==> src/rtl/mux_arb_m.sv <==
// Two-channel valid/ready front end that arbitrates into a WIDTH-bit 2:1 mux.
// Build option: define MUX_ARB_FIXED_PRIO_EN to make ties always grant A instead of round-robin.
module mux_arb_m #(
  parameter int WIDTH = 8
) (
  input  logic             clk,
  input  logic             rst_,
  input  logic             a_valid,
  input  logic [WIDTH-1:0] a_data,
  output logic             a_ready,
  input  logic             b_valid,
  input  logic [WIDTH-1:0] b_data,
  output logic             b_ready,
  output logic [WIDTH-1:0] data_a,
  output logic [WIDTH-1:0] data_b,
  output logic             sel_a,
  output logic             out_valid,
  input  logic             out_ready
);

  typedef enum logic [1:0] {
    IDLE    = 2'd0,
    GRANT_A = 2'd1,
    GRANT_B = 2'd2
  } state_t;

  state_t state_q, state_d;

  logic run_q;
  logic a_full, b_full;
  logic sel_q, sel_d;
  logic a_take, b_take;
  logic a_done, b_done;
  logic tie_a;

  // Ready is held low until the first edge after reset release.
  always_ff @(posedge clk or negedge rst_) begin
    if (!rst_) run_q <= 1'b0;
    else       run_q <= 1'b1;
  end

  assign a_ready = run_q & ~a_full;
  assign b_ready = run_q & ~b_full;
  assign a_take  = a_valid & a_ready;
  assign b_take  = b_valid & b_ready;
  assign a_done  = (state_q == GRANT_A) & out_ready;
  assign b_done  = (state_q == GRANT_B) & out_ready;

  // A full slot never accepts, so capture and release cannot coincide.
  always_ff @(posedge clk or negedge rst_) begin
    if (!rst_) begin
      a_full <= 1'b0;
      b_full <= 1'b0;
    end else begin
      if (a_take)      a_full <= 1'b1;
      else if (a_done) a_full <= 1'b0;
      if (b_take)      b_full <= 1'b1;
      else if (b_done) b_full <= 1'b0;
    end
  end

  always_ff @(posedge clk or negedge rst_) begin
    if (!rst_) begin
      data_a <= '0;
      data_b <= '0;
    end else begin
      if (a_take) data_a <= a_data;
      if (b_take) data_b <= b_data;
    end
  end

`ifdef MUX_ARB_FIXED_PRIO_EN
  assign tie_a = 1'b1;
`else
  logic last_a;

  always_ff @(posedge clk or negedge rst_) begin
    if (!rst_)       last_a <= 1'b0;
    else if (a_done) last_a <= 1'b1;
    else if (b_done) last_a <= 1'b0;
  end

  assign tie_a = ~last_a;
`endif

  always_ff @(posedge clk or negedge rst_) begin
    if (!rst_) begin
      state_q <= IDLE;
      sel_q   <= 1'b0;
    end else begin
      state_q <= state_d;
      sel_q   <= sel_d;
    end
  end

  // Decisions use the registered full flags; a word captured this edge is seen next cycle.
  always_comb begin
    state_d = state_q;
    sel_d   = sel_q;
    case (state_q)
      IDLE: begin
        if (a_full && b_full) state_d = tie_a ? GRANT_A : GRANT_B;
        else if (a_full)      state_d = GRANT_A;
        else if (b_full)      state_d = GRANT_B;
      end
      GRANT_A: if (out_ready) state_d = b_full ? GRANT_B : IDLE;
      GRANT_B: if (out_ready) state_d = a_full ? GRANT_A : IDLE;
      default: state_d = IDLE;
    endcase
    if (state_d == GRANT_A)      sel_d = 1'b1;
    else if (state_d == GRANT_B) sel_d = 1'b0;
  end

  assign sel_a     = sel_q;
  assign out_valid = (state_q != IDLE);

endmodule
==> config.mk <==
export PLATFORM = sky130hd
export DESIGN_NAME = mux_arb_m
export DESIGN_NICKNAME = d
export VERILOG_FILES = /design/src/rtl/mux_arb_m.sv
export SDC_FILE = /design/constraint.sdc
export NUM_CORES = 1
export LEC_CHECK = 0
export CAP_MARGIN = 30
export CORE_UTILIZATION = 41
export DETAILED_ROUTE_END_ITERATION = 7
export PLACE_DENSITY_LB_ADDON = 0.08
export SYNTH_ARGS = -nofsm -noshare
export SYNTH_HDL_FRONTEND = slang
export SYNTH_SLANG_ARGS = --single-unit
==> constraint.sdc <==
create_clock -name clk -period 2.4 [get_ports clk]
set_clock_uncertainty 0.1 [all_clocks]
set_input_delay 0.48 -clock clk [delete_from_list [all_inputs] [get_ports clk]]
set_output_delay 0.48 -clock clk [all_outputs]
set_load 0.02 [all_outputs]
==> impl_metrics.env <==
export IMPL_drtIter0Drc=0
export IMPL_area_growth_pct=49.3
export IMPL_netlist_area_leader_share_pct=60.8
export IMPL_use_met2_pct=26.2
export IMPL_fp_dieH_um=50.0
export IMPL_die_x_um=50.0
export IMPL_startpoint="state_q[1]"
export IMPL_ctsResizeCount=0
export IMPL_yosysWarnings=0
export IMPL_synth_cell_types=22
export IMPL_core_mm2=0.00219
export IMPL_crit_chain="or2_1 -> clkdlybuf4s50_1"
export IMPL_cts_sinks=23
export IMPL_finalSetupTns_ns=0
export IMPL_drv_cap=0
export IMPL_cts_made_buffers=3
export IMPL_drcViolationCount=0
export IMPL_wl_per_cell_um=12.6
export IMPL_hold_viol_final=0
export IMPL_fillers=178
export IMPL_finalNonFillerCells=138
export IMPL_synth_seq_area_share_pct=60.8
export IMPL_dp_hpwl_mm=1.31
export IMPL_sw_frac_of_total_pct=35.9
export IMPL_totalWireLength_mm=1.74
export IMPL_p_leak_uw=0.000612
export IMPL_min_path_type="input port to async pin"
export IMPL_crit_path_top_delay_cell="clkdlybuf4s50_1"
export IMPL_synth_top_area_cell="dfrtp_1"
export IMPL_crit_path_end_kind="primary output"
export IMPL_layout_min_cycle_time_ns=2.23
export IMPL_async_flop_share_pct=100
export IMPL_cts_root_buf="clkbuf_4"
export IMPL_seqPwrFrac_pct=39.0
export IMPL_syn_inst=66
export IMPL_worstPathArrival_ns=1.65
export IMPL_grtUsageTotal_pct=15.7
export IMPL_use_met3_pct=3.40
export IMPL_antenna_cells=0
export IMPL_rsz0062_at_grt="no"
export IMPL_finalSetupViolations=0
export IMPL_htreeDepth=1
export IMPL_pwr_density_cell_mw_per_mm2=1270
export IMPL_yosys_most_used_dff="dfrtp_1"
export IMPL_grt_overflow=0
export IMPL_p_int_uw=1150
export IMPL_status="completed"
export IMPL_place_congestion=0.735
export IMPL_start_util_pct=43.2
export IMPL_clkTransAtPathRegs_ns=0.12
export IMPL_grt_pass1_wl_mm=2.87
export IMPL_postCtsSetupBuffers=0
export IMPL_grtUsageMet1_pct=19.0
export IMPL_cp_start_kind="register"
export IMPL_cts_hold_buf=0
export IMPL_cts_path_max_buffers=2
export IMPL_critPathRequiredTime_ns=1.82
export IMPL_avgViaCountPerCell=4.91
export IMPL_criticalPathCategory="register to primary output"
export IMPL_row_count=17
export IMPL_drtAntennaViolNets=0
export IMPL_cts_tree="yes"
export IMPL_seqCellArea_um2=576
export IMPL_first_pass_iters=1
export IMPL_antenna_found_initial=0
export IMPL_portBuffers=40
export IMPL_ir_drop_v=0.000801
export IMPL_fmax_mhz=449
export IMPL_p_comb_share_pct=51.3
export IMPL_synthesis_nets=88
export IMPL_nNetsFinal=133
export IMPL_synthesis_area_um2=946
export IMPL_vias=677
export IMPL_p_clk_share_pct=9.7
export IMPL_synthTopCellsByArea="dfrtp_1, mux2_2, nand2_1"
export IMPL_multiInputGateArea_um2=359
export IMPL_insertion_delay_ns=0.30
export IMPL_synth_seq_cells=23
export IMPL_die_area_mm2=0.00250
export IMPL_critical_path_peak_fanout=8
export IMPL_synth_area_per_cell_um2=14.3
export IMPL_rr_startpoint="state_q[1]"
export IMPL_grt_max_degree=24
export IMPL_synth_edf_count=0
export IMPL_grt_pass1_vias=678
export IMPL_drv_slew=0
export IMPL_placed_cells=134
export IMPL_power_switching_uw=644
export IMPL_grt_most_used_layer="met2"
export IMPL_critPathMaxStageDelay_ns=0.55
export IMPL_io_pins=41
export IMPL_fin_crit_sh_pct=92.7
export IMPL_drive_gt1_share_pct=24.5
==> placed cells by master, fill, tap and decap left out, drive strengths merged <==
cell type / n
a211o: 1
inv: 2
o31ai: 1
and2b: 1
nor3b: 1
clkbuf: 3
nor2b: 1
or2: 1
o21ai: 2
clkinv: 1
nand3b: 2
clkdlybuf4s50: 40
nand2b: 1
a211oi: 1
dfrtp: 23
conb: 1
a21oi: 2
ha: 1
o221ai: 1
buf: 1
o22ai: 1
nand2: 5
mux2: 17
==> per-layer routing <==
layer | wire, um | vias to the layer above | part of all wire [%]
met5 | 0 | - | 0
met4 | 25 | 0 | 1.4
met3 | 102 | 3 | 5.9
met2 | 871 | 26 | 50
met1 | 739 | 327 | 42
li1 | - | 321 | -
==> power groups by stage <==
stage	Sequential (uW)	Clock [uW]	Combinational [uW]
floorplan	874	0	335
global placement	696	0	919
global route	727	196	983
detailed placement	710	0	932
CTS	700	185	932
finish	699	174	920
==> cell usage after synthesis (all sizes together), types with 2 or more instances <==
| master | count |
|---|---|
| dfrtp | 23 |
| mux2 | 17 |
| nand2 | 5 |
| a21oi | 2 |
| inv | 2 |
| nand3b | 2 |
| o21ai | 2 |
==> area by class of cell <==
| class | instances | share of cell area, % |
|---|---|---|
| Inverter | 2 | 0.531 |
| Tap cell | 28 | 2.48 |
| Clock inverter | 1 | 0.354 |
| Timing Repair Buffer | 41 | 28.9 |
| Multi-Input combinational cell | 40 | 25.4 |
| Clock buffer | 3 | 1.59 |
| Sequential cell | 23 | 40.7 |
==> registers in the layout, indices dropped and copies added (netlist names) <==
name and count:
last_a 1, a_full 1, data_a 8, sel_a 1, run_q 1, data_b 8
b_full 1, state_q 2
==> worst paths after layout <==
check                                  end  slack (ns)  cells past startpoint
min in group clk                 data_b[0]        0.42                      1
worst min-delay path             data_a[2]        0.41                      2
max in group asynchronous       state_q[0]        1.56                      2
worst min register to register   data_b[0]        0.42                      1
worst max-delay path             out_valid        0.17                      2
worst max register to register       sel_a        0.54                      5
==> through the flow <==
step | hold slack, ns | setup WS [ns] | power (uW) | cell area, um2 | util (%)
2_1_floorplan | 0.0844 | 0.556 | 1210 | 946 | -
3_3_place_gp | 0.385 | 0.161 | 1610 | 1390 | 63.2
3_5_place_dp | 0.392 | 0.102 | 1640 | 1390 | 63.2
4_1_cts | 0.411 | 0.162 | 1820 | 1410 | 64.5
5_1_grt | 0.431 | 0.130 | 1910 | 1410 | 64.5
6_report | 0.408 | 0.175 | 1790 | 1410 | 64.5
==> worst max-delay path: cells and delay by family (launching register included) <==
kind                   cells  cell delay (ns)
buffers and inverters      1             0.55
flip-flops                 1             0.48
AND/OR/NAND/NOR            1             0.31
==> logic make-up (layout without fill, tap and decap cells) <==
logic type / Yosys count / in the layout / share of synthesized area (%)
DFF: 23 / 23 / 60.8
muxes: 17 / 17 / 20.2
and+or+nand+nor: 12 / 12 / 9.79
AOI/OAI and AO/OA: 9 / 9 / 6.22
buffers and inverters: 3 / 47 / 1.19
adders and majority gates: 1 / 1 / 1.32
other: 1 / 1 / 0.396
(Power assumes the default switching activity.)
